### src/rtl/game_pkg.sv
// game_pkg -- shared definitions for the grid game blocks.
//   Move codes presented to the collision stage, grid size, the position
//   controller state encoding and the button index / priority helper.
package game_pkg;

    localparam logic [2:0] MOVE_NONE  = 3'b000;
    localparam logic [2:0] MOVE_UP    = 3'b001;
    localparam logic [2:0] MOVE_LEFT  = 3'b010;
    localparam logic [2:0] MOVE_DOWN  = 3'b011;
    localparam logic [2:0] MOVE_RIGHT = 3'b100;

    localparam int GRID_W = 20;
    localparam int GRID_H = 15;

    // Bit positions inside the packed button vector.
    localparam int BTN_UP    = 0;
    localparam int BTN_DOWN  = 1;
    localparam int BTN_LEFT  = 2;
    localparam int BTN_RIGHT = 3;
    localparam int NUM_BTN   = 4;

    typedef enum logic [1:0] {
        ST_IDLE     = 2'd0,
        ST_SETTLE   = 2'd1,
        ST_LATCH    = 2'd2,
        ST_COOLDOWN = 2'd3
    } state_t;

    // Highest-priority request wins: UP > DOWN > LEFT > RIGHT.
    function automatic logic [2:0] btn_to_move(input logic [NUM_BTN-1:0] req);
        if (req[BTN_UP])    return MOVE_UP;
        if (req[BTN_DOWN])  return MOVE_DOWN;
        if (req[BTN_LEFT])  return MOVE_LEFT;
        if (req[BTN_RIGHT]) return MOVE_RIGHT;
        return MOVE_NONE;
    endfunction

endpackage

### src/rtl/btn_sync_edge.sv
// btn_sync_edge -- 2-FF synchronizer plus rising-edge detect for one button.
//   clk, reset : system clock, asynchronous active-high reset
//   btn_i      : raw button level, asynchronous to clk
//   lvl_o      : synchronized level
//   rise_o     : one-cycle pulse on a 0->1 transition of lvl_o
module btn_sync_edge (
    input  logic clk,
    input  logic reset,
    input  logic btn_i,
    output logic lvl_o,
    output logic rise_o
);

    // [0],[1] form the synchronizer; [2] is the previous synchronized level.
    logic [2:0] sh_q;

    always_ff @(posedge clk or posedge reset) begin
        if (reset) sh_q <= '0;
        else       sh_q <= {sh_q[1:0], btn_i};
    end

    assign lvl_o  = sh_q[1];
    assign rise_o = sh_q[1] & ~sh_q[2];

endmodule

### src/rtl/player_position_ctrl.sv
// player_position_ctrl -- owns the player grid position.
//   Turns button edges into one move at a time: presents the move code to the
//   collision stage, lets its answer settle, registers it as the new position,
//   then holds off further requests for a cooldown period.
// Ports:
//   clk, reset          : system clock, asynchronous active-high reset
//   btn_up/down/left/right : raw direction buttons (asynchronous)
//   map_load            : 1-cycle pulse, return to start position
//   new_x_in, new_y_in  : collision stage resolved position
//   move_out            : move code to collision stage
//   cur_x, cur_y        : registered position
//   moved, blocked      : 1-cycle result pulses
//   busy                : FSM not in IDLE
// Optional feature: define PLAYER_REPEAT_EN for hold-to-repeat.
module player_position_ctrl
    import game_pkg::*;
#(
    parameter logic [4:0]  START_X        = 5'd1,
    parameter logic [4:0]  START_Y        = 5'd1,
    parameter int unsigned SETTLE_CYCLES  = 2,
    parameter int unsigned COOLDOWN_TICKS = 5000000,
    parameter int unsigned REPEAT_TICKS   = 10000000
) (
    input  logic       clk,
    input  logic       reset,
    input  logic       btn_up,
    input  logic       btn_down,
    input  logic       btn_left,
    input  logic       btn_right,
    input  logic       map_load,
    input  logic [4:0] new_x_in,
    input  logic [4:0] new_y_in,
    output logic [2:0] move_out,
    output logic [4:0] cur_x,
    output logic [4:0] cur_y,
    output logic       moved,
    output logic       blocked,
    output logic       busy
);

    localparam int unsigned CNT_MAX_SC =
        (SETTLE_CYCLES > COOLDOWN_TICKS) ? SETTLE_CYCLES : COOLDOWN_TICKS;
    localparam int unsigned CNT_MAX =
        (CNT_MAX_SC > REPEAT_TICKS) ? CNT_MAX_SC : REPEAT_TICKS;
    localparam int CW = (CNT_MAX > 1) ? $clog2(CNT_MAX) : 1;

    localparam logic [CW-1:0] ONE       = CW'(1);
    localparam logic [CW-1:0] SETTLE_LD = CW'(SETTLE_CYCLES - 1);
    localparam logic [CW-1:0] COOL_LD   = CW'(COOLDOWN_TICKS - 1);

    // ---- button front end ------------------------------------------------
    logic [NUM_BTN-1:0] btn_raw, btn_lvl, btn_rise;

    assign btn_raw[BTN_UP]    = btn_up;
    assign btn_raw[BTN_DOWN]  = btn_down;
    assign btn_raw[BTN_LEFT]  = btn_left;
    assign btn_raw[BTN_RIGHT] = btn_right;

    btn_sync_edge u_sync [NUM_BTN-1:0] (
        .clk    (clk),
        .reset  (reset),
        .btn_i  (btn_raw),
        .lvl_o  (btn_lvl),
        .rise_o (btn_rise)
    );

    // ---- state -----------------------------------------------------------
    state_t        state_q, state_d;
    logic [CW-1:0] cnt_q, cnt_d;
    logic [2:0]    move_q, move_d;
    logic [4:0]    x_q, x_d, y_q, y_d;
    logic          moved_q, moved_d, blocked_q, blocked_d;

`ifdef PLAYER_REPEAT_EN
    localparam int unsigned RPT_GAP =
        (REPEAT_TICKS > COOLDOWN_TICKS) ? REPEAT_TICKS - COOLDOWN_TICKS : 1;
    localparam logic [CW-1:0] RPT_LD = CW'(RPT_GAP - 1);

    // Set when cooldown expired with a button still held; the IDLE wait
    // before re-issuing runs on the shared counter.
    logic rpt_q, rpt_d;

    always_ff @(posedge clk or posedge reset) begin
        if (reset) rpt_q <= 1'b0;
        else       rpt_q <= rpt_d;
    end
`else
    logic unused_lvl;
    assign unused_lvl = ^btn_lvl;
`endif

    always_comb begin
        state_d   = state_q;
        cnt_d     = cnt_q;
        move_d    = move_q;
        x_d       = x_q;
        y_d       = y_q;
        moved_d   = 1'b0;
        blocked_d = 1'b0;
`ifdef PLAYER_REPEAT_EN
        rpt_d     = rpt_q;
`endif
        case (state_q)
            ST_IDLE: begin
                move_d = MOVE_NONE;
                if (|btn_rise) begin
                    move_d  = btn_to_move(btn_rise);
                    cnt_d   = SETTLE_LD;
                    state_d = ST_SETTLE;
`ifdef PLAYER_REPEAT_EN
                    rpt_d   = 1'b0;
                end else if (rpt_q) begin
                    if (~|btn_lvl) begin
                        rpt_d = 1'b0;
                    end else if (cnt_q == '0) begin
                        move_d  = btn_to_move(btn_lvl);
                        cnt_d   = SETTLE_LD;
                        state_d = ST_SETTLE;
                        rpt_d   = 1'b0;
                    end else begin
                        cnt_d = cnt_q - ONE;
                    end
`endif
                end
            end
            // LATCH also shows the code, so leaving SETTLE one count early
            // gives the collision stage SETTLE_CYCLES cycles of a stable code.
            ST_SETTLE: begin
                if (cnt_q <= ONE) state_d = ST_LATCH;
                else              cnt_d   = cnt_q - ONE;
            end
            ST_LATCH: begin
                x_d       = new_x_in;
                y_d       = new_y_in;
                moved_d   = (new_x_in != x_q) || (new_y_in != y_q);
                blocked_d = ~moved_d;
                move_d    = MOVE_NONE;
                cnt_d     = COOL_LD;
                state_d   = ST_COOLDOWN;
            end
            ST_COOLDOWN: begin
                if (cnt_q == '0) begin
                    state_d = ST_IDLE;
`ifdef PLAYER_REPEAT_EN
                    if (|btn_lvl) begin
                        rpt_d = 1'b1;
                        cnt_d = RPT_LD;
                    end
`endif
                end else begin
                    cnt_d = cnt_q - ONE;
                end
            end
            default: state_d = ST_IDLE;
        endcase

        // New map overrides everything, including a LATCH in progress.
        if (map_load) begin
            state_d   = ST_IDLE;
            cnt_d     = '0;
            move_d    = MOVE_NONE;
            x_d       = START_X;
            y_d       = START_Y;
            moved_d   = 1'b0;
            blocked_d = 1'b0;
`ifdef PLAYER_REPEAT_EN
            rpt_d     = 1'b0;
`endif
        end
    end

    always_ff @(posedge clk or posedge reset) begin
        if (reset) begin
            state_q   <= ST_IDLE;
            cnt_q     <= '0;
            move_q    <= MOVE_NONE;
            x_q       <= START_X;
            y_q       <= START_Y;
            moved_q   <= 1'b0;
            blocked_q <= 1'b0;
        end else begin
            state_q   <= state_d;
            cnt_q     <= cnt_d;
            move_q    <= move_d;
            x_q       <= x_d;
            y_q       <= y_d;
            moved_q   <= moved_d;
            blocked_q <= blocked_d;
        end
    end

    assign move_out = move_q;
    assign cur_x    = x_q;
    assign cur_y    = y_q;
    assign moved    = moved_q;
    assign blocked  = blocked_q;
    assign busy     = (state_q != ST_IDLE);

endmodule
### config.mk
export PLATFORM = sky130hd
export DESIGN_NAME = player_position_ctrl
export DESIGN_NICKNAME = d
export VERILOG_FILES = /design/src/rtl/game_pkg.sv /design/src/rtl/btn_sync_edge.sv /design/src/rtl/player_position_ctrl.sv
export SDC_FILE = /design/constraint.sdc
export NUM_CORES = 1
export LEC_CHECK = 0
export CAP_MARGIN = 5
export CORE_ASPECT_RATIO = 1.25
export CORE_MARGIN = 2
export CORE_UTILIZATION = 60
export DETAILED_ROUTE_END_ITERATION = 10
export PLACE_DENSITY = 0.85
export SLEW_MARGIN = 20
export SYNTH_ARGS = -nofsm -noshare
export SYNTH_HDL_FRONTEND = slang
export SYNTH_SLANG_ARGS = --single-unit
### constraint.sdc
create_clock -name clk -period 7.4 [get_ports clk]
set_clock_uncertainty 0.2 [all_clocks]
set_input_delay 1.48 -clock clk [delete_from_list [all_inputs] [get_ports clk]]
set_output_delay 1.48 -clock clk [all_outputs]
set_load 0.005 [all_outputs]
Word level (Yosys, flattened, before mapping). Cells that the tools add are included.

Memory bits (writable): 0. Memories: 0. Bits in latches: 0. ROM bits: 0. Register bits after elaboration: 53. Input port bits: 17.

Reductions and logical operators: 9. Add/subtract/negate cells: 1. Magnitude comparators: 1. Multiply operators: 0. Div/mod/pow operators: 0. Shift operators: 0. Mux-type cells: 47. Equal/unequal tests: 10. Bitwise operators: 9.

Operators by type and width (count): $mux 24 (4); $pmux 24 s4 (1); $mux 3 (10); $le 24x1->1 const B (1); $logic_not 24->1 (1); $sub 24x1->24 const B (1); $mux 1 (22); $mux 5 (4); $ne 3x3->1 const B (5); $ne 5x5->1 (2); $mux 2 (4); $pmux 2 s4 (1); $pmux 3 s2 (1); $reduce_and 3->1 (2); $not 1->1 (5); $and 1x1->1 (4); $eq 2x2->1 const B (2); $reduce_bool 2->1 (2); $reduce_or 4->1 (1); $reduce_bool 3->1 (1); $eq 2x1->1 const B (1); $logic_not 2->1 (1); $logic_or 1x1->1 (1).

Logic depth before layout (Yosys ltp).
Word-level depth: 24. Depth in mapped cells: 9.

Hierarchy. Synthesis repeated with hierarchy kept, for this count alone.

Cells, all modules: 288. Area, all modules: 2805.2 um2.

Modules (own cells, without submodules): player_position_ctrl (cells an instance 268, area an instance 2434.8 um2, times used 1); btn_sync_edge (cells an instance 5, area an instance 92.6 um2, times used 4).

Worst setup path before layout. No wires, ideal clock.

Path type: input to register. Start: in map_load. End: reg cnt_q[20]. Library setup time: 0.110 ns. Stages on the path: 5. Setup slack: 4.221 ns. Arrival: 2.869 ns. Path buffers: 2. Required time: 7.090 ns. Cells stage by stage: clkbuf_1 clkbuf_1 nor3_1 nand2_1 o41ai_1.

Longest elaborated chain between the ends: 2. Elaborated cells between the ends (all ways): 5. Classes of those cells: 3 x eq/ne; 1 x mux; 1 x reduce/logical.

Ends and longest elaborated chain: start: declaration (line player_position_ctrl.sv:30) `input logic map_load,`; $ne 3x3->1 (no source line); $reduce_and 3->1 (no source line); end signal: assignment (line player_position_ctrl.sv:183) `cnt_q <= cnt_d;`; end: declaration (line player_position_ctrl.sv:69) `logic [CW-1:0] cnt_q, cnt_d;`.

Several ways; a longest one is shown, not always the timed one. A chain may end at the register's enable or synchronous reset.

Final worst setup path.
Start: reg state_q[0]. End: out busy.

Longest elaborated chain between the ends: 1.

Ends and longest elaborated chain: start: declaration (line player_position_ctrl.sv:68) `state_t state_q, state_d;`; start signal: assignment (line player_position_ctrl.sv:182) `state_q <= state_d;`; $reduce_bool 2->1 (line player_position_ctrl.sv:197) `assign busy = (state_q != ST_IDLE);`; end: declaration (line player_position_ctrl.sv:38) `output logic busy`.

Every way passes these cells.

==> run_results.csv <==
group,metric,value,unit
sta,fin_crit,4.12,ns
pwr,peakVddDrop,190,µV
place,portBuffers,32,
sta,setup_viol,0,
cts,postCtsHoldBufs,0,
global_routing,grt_pass1_vias,2319,
yosys,synth.largest_area_cell,"dfrtp_1",
route,drt-initial-drc-count,250,
final_layout,final_cell_area,3340,µm²
sta,tightest_slew,0.906,ns
yosys,synth-adder-area-share,0.0348,
route,ant_nets,0,
yosys,avgSynthCellArea,9.71,µm²
sta,rsz0062_at_grt,"false",
cts,cts_setup_buffers,0,
global_routing,antenna_found_initial,0,
route,wire_per_inst,17.5,µm
route,vias,2512,
die,die-height,81.4,µm
critical_path,start_kind,"flip-flop",
critical_path,critical_path_class,"flip-flop to output pin",
yosys,synth_ff_type,"dfrtp_1",
run,cap_violations,0,
yosys,ys_ff_latch,53,
cts,clock_latency,0.31,ns
yosys,async_flop_share,1.00,
die,io_pins,33,
cts,cts_num_sinks,53,
global_routing,grt_pass1_wl,11200,µm
place,place_hpwl,4520,µm
yosys,syn_nets,321,
route,totalWireLength,6650,µm
final_layout,antenna_cells,0,
yosys,synth.distinct_cells,48,
yosys,synthTopCellsByArea,"dfrtp_1, o31ai_1, ha_1",
yosys,yosys-top-cells-count,"dfrtp_1, nor2_1, a21oi_1",
global_routing,grt_max_degree,54,
sta,slew_headroom,0.394,
cts,numCtsBuffers,5,
route,vias_per_cell,6.61,
sta,period_share,0.557,
pwr,fin_total_pwr,1080,µW
die,core,4660,µm²
global_routing,grt_overflow,0,
yosys,synth_xor_xnor_area_share,0.0305,
die,die_w,65.9,µm
place,dpl_cell_area,3210,µm²
yosys,yosysTopAreaCellShare,0.444,
cts,clk_pin_slew,0.10,ns
final_layout,syn_to_final_growth,16.3,%
cts,htreeDepth,2,
yosys,synth_top_family_by_area,"compound AO/OA/AOI/OAI gates",
place,placed_cells,372,
final_layout,fin_nets,344,
yosys,synth_cells,296,
pwr,power.leakage,0.00144,µW
global_routing,grtUsageTotal,0.270,
hold_path,hold_class,"flip-flop to flip-flop",
place,gp_congestion,0.865,
critical_path,crit_arrival,2.44,ns
pwr,p_per_area,324,nW/µm²
critical_path,crit_required,5.72,ns
cts,cts-root-buf,"clkbuf_8",
critical_path,cp_max_fo,27,
sta,tns,0,ns
final_layout,finish.utilization,0.717,
yosys,ys_seq_area_frac,0.462,
final_layout,finalNonFillerCells,380,
yosys,yosys_warnings,0,
final_layout,num-fill-cells,346,
critical_path,end_kind,"output pin",
sta,fmax,0.243,GHz
final_layout,drive_gt1_frac,0.0625,
run_status,status,"complete, no violations",
yosys,mappedNetlistArea,2870,µm²
route,dr.pass1.iters,6,
die,die-area,5360,µm²
sta,maxSlewViolCount,0,
sta,hold_viol_final,0,
yosys,yosysMostFrequentCell,"dfrtp_1",
cts,cts_tree,"built",
die,rows,28,
yosys,synth_edf_count,0,
cts,cts_buffer_depth,2,
route,drc,0,
yosys,yosys.area_share.simple,0.201,
yosys,synth_mux_area_frac,0.0279,
die,start_util,0.617,
cts,cts_resized,0,
yosys,synth-compound-area-share,0.205,
final timing paths:
check	startpoint	to	slack, ns	cells past startpoint
setup / recovery	state_q[0]	busy	3.28	4
min in group asynchronous	reset	move_out[0]	1.43	2
max in group asynchronous	reset	cnt_q[16]	5.03	2
setup reg to reg	state_q[0]	cnt_q[21]	4.23	7
hold / removal	u_sync[1].sh_q[0]	u_sync[1].sh_q[1]	0.16	0
hold reg to reg	u_sync[1].sh_q[0]	u_sync[1].sh_q[1]	0.16	0
layer usage:
layer / part of all wire / GRT usage
met5: 0 / 0
met3: 0.069 / 0.0457
met4: 0.022 / 0.110
met1: 0.40 / 0.340
met2: 0.51 / 0.460
through the flow:
stage | hold slack [ns] | worst slack, ns
floorplan | 0.131 | 4.22
global placement | 0.132 | 2.89
detailed placement | 0.136 | 2.89
CTS | 0.160 | 3.22
global route | 0.166 | 3.08
finish | 0.156 | 3.28
report_power, final:
| group | switching [µW] | leakage, µW | internal, µW |
|---|---|---|---|
| combinational | 253 | 0.000687 | 195 |
| clock | 103 | 0.0000603 | 104 |
| sequential | 84.4 | 0.000689 | 344 |
critical path, stage by stage (launching register included):
cell and delay [ns]:
dfrtp_1 0.88, inv_1 0.23, ha_1 0.37, inv_1 0.11, clkdlybuf4s50_1 0.54
cell families (layout without fill, tap and decap cells):
kind of cell    after synthesis  in the layout
compound gates               87             87
xor+xnor                     10             10
fa+ha+maj                     8              8
buf+inv                      27             51
flops                        53             53
mux                           8              8
simple gates                103            103
registers in the layout, indices dropped and copies added, names as in the netlist:
register     flops
blocked          1
moved            1
cur_y            5
state_q          2
move_out         3
cnt_q           24
u_sync.sh_q     12
cur_x            5
cells in the final DEF, fill, tap and decap left out, types with 9 or more instances in the layout:
master,n
a21oi_1,18
a31oi_1,13
clkdlybuf4s50_1,32
dfrtp_1,51
nand2_1,16
nand3_1,9
nor2_1,21
nor3_1,13
o21ai_1,9
o31ai_1,14
final cells by class:
class | count | area [µm²] | share of cell area
Multi-Input combinational cell | 216 | 1450 | 0.434
Sequential cell | 53 | 1330 | 0.398
Inverter | 9 | 35.0 | 0.0105
Timing Repair Buffer | 34 | 335 | 0.100
Tap cell | 60 | 75.1 | 0.0225
Clock buffer | 5 | 68.8 | 0.0206
Clock inverter | 3 | 50.0 | 0.0150
Note: power is estimated with default switching activity, not from simulation.
==> RTL edit 1, RTL diff (same flow settings) <==
Re-encode `state_t` (4 states) as one-hot, 4 bits wide.
--- a/src/rtl/game_pkg.sv
+++ b/src/rtl/game_pkg.sv
@@ -20,9 +20,9 @@
     localparam int NUM_BTN   = 4;
 
-    typedef enum logic [1:0] {
-        ST_IDLE     = 2'd0,
-        ST_SETTLE   = 2'd1,
-        ST_LATCH    = 2'd2,
-        ST_COOLDOWN = 2'd3
+    typedef enum logic [3:0] {
+        ST_IDLE     = 4'b0001,
+        ST_SETTLE   = 4'b0010,
+        ST_LATCH    = 4'b0100,
+        ST_COOLDOWN = 4'b1000
     } state_t;
 
Function: no difference found for any inputs over 10 cycles, from zero or initial values and one cycle with reset high; not proved beyond that.
==> RTL edit 1 against the original RTL <==
Register-to-register slack got worse by 0.21 ns. Synthesized cell count increased by 1.7%. Synthesized area decreased by 2.6%. Sequential power decreased by 15%. Highest routed layer unchanged. Worst hold slack about the same. Setup slack got worse by 0.29 ns. Die area decreased by 2.4%. Sequential cell count increased by 2. Cell area decreased by 3.5%. Routed wire length decreased by 10%. Fmax decreased by 6.6%. Total power decreased by 18%.
==> RTL edit 1: results (changes against the original RTL) <==
- The share of cells above drive strength 1 came to 6.42% (+0.17 points).
- Library cells used by synthesis: 50 (+4.2%)
- The critical path starts at map_load.
- The number of global-route vias before repair came to 2,282 (-1.6%).
- The xor and xnor fraction of the mapped netlist area came to 3.75% (+0.71 points).
- Placed wire-length estimate after detailed placement: 4.15 mm (-8.3%)
* Largest fanout on the critical path: 34 (+26%)
* Cells after synthesis: 301 (+1.7%)
- Number of optimization iterations in the first detailed-route pass: 4 (-2)
* Outcome: complete, no violations
* Count of cells along the worst register-to-register path: 6 (-1)
- By area the synthesized netlist is led by sky130_fd_sc_hd__dfrtp_1 46%, sky130_fd_sc_hd__nand2_1 4.4%, sky130_fd_sc_hd__nor2_1 4.2%, sky130_fd_sc_hd__o21ai_0 4.1%, sky130_fd_sc_hd__a21oi_1 3.9%.
- Static Leakage: 1.35 nW (-5.7%)
- Post-synthesis mux area share: 0% (-2.8 points)
- The arrival time at the worst endpoint was 4.40 ns (+1.96 ns).
- The first-iteration detailed-routing DRC count came to 234 (-6.4%).
* Worst hold path class: reg2reg
* Share of the yosys chip area belonging to registers: 49.3% (+3.1 points)
- Startpoint of the worst-slack reg-to-reg timing path: cnt_q[8]
- Post-detailed-placement cell area: 3130 um^2 (-2.6%)
* Most numerous cell types in the synthesized netlist: 52 x sky130_fd_sc_hd__dfrtp_1, 33 x sky130_fd_sc_hd__nand2_1, 31 x sky130_fd_sc_hd__nor2_1
* Filler cell count: 350 (+1.2%)
* Wire length of the first global-routing pass: 10.5 mm (-5.8%)
- The final cell count without fillers came to 385 (+1.3%).
- Average detailed-routed wire length per instance: 15.5 um (-11%)
* Maximum vdd drop: 0.209 mV (+9.7%)
- Worst-margin pin slew: 1.04 ns (+0.132 ns)
* Number of nets in the layout: 346 (+0.58%)
- Complex-gate fraction of the synthesized area: 17.5% (-3.0 points)
- The via-per-instance ratio came to 6.02 (-8.9%).
- Pre-CTS worst setup slack: 2.66 ns (-0.224 ns)
* Maximum number of pins on one net before global-route repair: 56 (+3.7%)
RTL edit 1: cell count changes in the layout (fill, tap and decap cells not counted), sizes merged, moves of 4 or more:
cell,delta
ha,-5
a211o,-4
nand4,-5
nand2,+17
nor2,+10
nand3b,+4
o31ai,-10
mux2i,-8
o21ai,+19
a21oi,+4
a31oi,-9
RTL edit 1: area by class of cell:
type	instances	area (um^2)	area share, %
Tap cell	58	72.6	2.25
Timing Repair Buffer	33	328	10.2
Multi-Input combinational cell	222	1320	40.8
Inverter	9	35.0	1.09
Sequential cell	55	1380	42.8
Clock buffer	5	68.8	2.13
Clock inverter	3	23.8	0.737
RTL edit 1: critical path, cell delays in order:
cell and delay (ns):
sky130_fd_sc_hd__clkdlybuf4s50_1 0.83, sky130_fd_sc_hd__or3_1 0.59, sky130_fd_sc_hd__o32ai_4 0.90, sky130_fd_sc_hd__or2_0 0.45, sky130_fd_sc_hd__o21ai_1 0.13
RTL edit 1: cells by family after synthesis:
| family | count (synthesis) |
|---|---|
| and+or+nand+nor | 126 |
| AOI/OAI and AO/OA | 81 |
| DFF | 55 |
| buffers and inverters | 24 |
| xor gates and xnor gates | 12 |
| adders and majority gates | 3 |
RTL edit 1: final timing paths:
kind / to / slack, ns
hold reg to reg: u_sync[1].sh_q[1] / 0.16
hold / removal: u_sync[1].sh_q[1] / 0.16
setup reg to reg: cnt_q[14] / 4.02
max in group asynchronous: cnt_q[1] / 4.99
setup / recovery: cnt_q[14] / 2.99
min in group asynchronous: move_out[0] / 1.45
RTL edit 1: routing by layer:
layer | part of all wire (%) | up-vias | track usage (%)
li1 | - | 1120 | -
met1 | 43 | 1125 | 33.7
met2 | 51 | 67 | 43.7
met3 | 4.5 | 6 | 3.78
met4 | 1.1 | 0 | 8.13
met5 | 0 | - | 0
RTL edit 1: report_power, final:
group	internal, mW	switching (mW)	leakage [nW]
Clock	0.0678	0.100	0.0408
Combinational	0.132	0.225	0.590
Sequential	0.330	0.0339	0.724
Total	0.530	0.360	1.35
==> RTL edit 2, RTL diff (same settings) <==
Without the edit above. Change the parameter `SETTLE_CYCLES` from 2 to 4.
--- a/src/rtl/player_position_ctrl.sv
+++ b/src/rtl/player_position_ctrl.sv
@@ -18,5 +18,5 @@
     parameter logic [4:0]  START_X        = 5'd1,
     parameter logic [4:0]  START_Y        = 5'd1,
-    parameter int unsigned SETTLE_CYCLES  = 2,
+    parameter int unsigned SETTLE_CYCLES  = 4,
     parameter int unsigned COOLDOWN_TICKS = 5000000,
     parameter int unsigned REPEAT_TICKS   = 10000000
Behaviour: not the same (a bounded check fails within 10 cycles, from zero or initial values and one cycle with reset high).
==> RTL edit 2 against the original RTL <==
Largest power group unchanged. Via count decreased by 3.3%. Setup slack worse by 0.060 ns. Sequential cell count unchanged. Highest routed layer unchanged. Largest cell class unchanged. Synthesized area shrank 0.70%. Cell area fell by 2.4%. Total power decreased by 3.5%. Critical path type unchanged. Sequential share of layout area is 0.96 points higher. Routed wire length down 5.5%. Clock power decreased by 18%.
==> RTL edit 2: results (changes against the original RTL) <==
* Outcome: complete, no violations
* Share of the yosys chip area belonging to registers: 46.6% (+0.32 points)
* Complex-gate fraction of the synthesized area: 18.0% (-2.4 points)
* Total wirelength of the detailed-routed design: 6.29 mm (-5.5%)
* Wire length of the first global-routing pass: 10.6 mm (-4.6%)
- The post-synthesis instance total came to 299 (+1.0%).
* Final weighted congestion in routability-driven placement: 0.872 (+0.81%)
- The proportion of synthesized area in mux cells is 3.51% (+0.72 points).
* Iter 0 DRT Violations: 318 (+27%)
- Library cells used by synthesis: 51 (+6.3%)
* Most numerous cell types in the synthesized netlist: 51 x sky130_fd_sc_hd__dfrtp_1, 25 x sky130_fd_sc_hd__nor2_1, 24 x sky130_fd_sc_hd__nand2_1
* Arithmetic-cell share of the synthesized area counting full adders, half adders and majority gates: 3.51% (+0.024 points)
- The xor and xnor fraction of the mapped netlist area came to 3.07% (+0.021 points).
* Share of final-layout standard cells stronger than drive strength 1: 5.57% (-0.68 points)
- Data arrival, critical path: 2.50 ns (+0.06 ns)
* Number of nets in the synthesized netlist: 324 (+0.93%)
* Number of global-route vias before repair: 2,252 (-2.9%)
* Average detailed-routed wire length per instance: 16.4 um (-6.3%)
* Filler cell count: 358 (+3.5%)
- The instance area at placement came to 3170 um^2 (-1.4%).
- All-layer global routing usage: 25.7% (-1.3 points)
* Top cells by area, synth: sky130_fd_sc_hd__dfrtp_1 45%, sky130_fd_sc_hd__ha_1 3.5%, sky130_fd_sc_hd__mux2i_1 3.5%, sky130_fd_sc_hd__nor2_1 3.3%, sky130_fd_sc_hd__nand2_1 3.2%
- Maximum vdd drop: 0.172 mV (-9.6%)
- The number of cells in the design after placement was 375 (+0.81%).
* Worst-margin pin slew: 0.964 ns (+0.0579 ns)
- Number of optimization iterations in the first detailed-route pass: 5 (-1)
## RTL edit 2: cell count changes in the layout (fill, tap and decap cells not counted), moves of 4 or more
cell / change
sky130_fd_sc_hd__o31ai_1: -5
sky130_fd_sc_hd__nor4_1: +5
sky130_fd_sc_hd__o21ai_1: -8
sky130_fd_sc_hd__o21ai_0: +7
sky130_fd_sc_hd__nor3_1: -4
sky130_fd_sc_hd__inv_1: +4
sky130_fd_sc_hd__nor2_1: +4
sky130_fd_sc_hd__a22o_1: +4
sky130_fd_sc_hd__nand2_1: +8
## RTL edit 2: critical path, stage by stage (launching register included)
cell and delay (ns):
sky130_fd_sc_hd__dfrtp_1 0.90, sky130_fd_sc_hd__inv_1 0.30, sky130_fd_sc_hd__ha_1 0.36, sky130_fd_sc_hd__inv_1 0.11, sky130_fd_sc_hd__clkdlybuf4s50_1 0.52
## RTL edit 2: per-layer routing
metal  track usage [%]  wire [um]  up-vias
li1                  -          -     1142
met1              34.0       2670     1161
met2              40.7       3020      108
met3              5.96        446       17
met4              10.4        153        0
met5                 0          0        -
## RTL edit 2: final timing paths
kind	startpoint	to	slack, ns	cells past startpoint
worst max-delay path	state_q[0]	busy	3.22	4
worst min-delay path	u_sync[0].sh_q[0]	u_sync[0].sh_q[1]	0.16	0
worst max register to register	state_q[0]	cnt_q[23]	4.07	6
worst min register to register	u_sync[0].sh_q[0]	u_sync[0].sh_q[1]	0.16	0
max in group asynchronous	reset	moved	5.03	2
min in group asynchronous	reset	cnt_q[19]	1.45	2
## RTL edit 2: cell type report
class / count / area share (%)
clock inverters: 3 / 0.805
repair buffers: 32 / 9.82
multi-input cells: 218 / 42.8
flip-flops and latches: 53 / 40.7
inverters: 12 / 1.42
well taps: 60 / 2.30
clock buffers: 5 / 2.11
## RTL edit 2: logic make-up (layout without fill, tap and decap cells)
family,count (synthesis),count (layout)
and+or+nand+nor,112,112
AOI/OAI and AO/OA,78,78
DFF,53,53
buffers and inverters,28,52
xor gates and xnor gates,10,10
muxes,10,10
adders and majority gates,8,8
## RTL edit 2: power by group
group / internal [mW] / total [mW] / switching [mW]
logic: 0.195 / 0.447 / 0.252
clock network: 0.0691 / 0.170 / 0.101
registers: 0.347 / 0.429 / 0.0817
total: 0.611 / 1.05 / 0.435
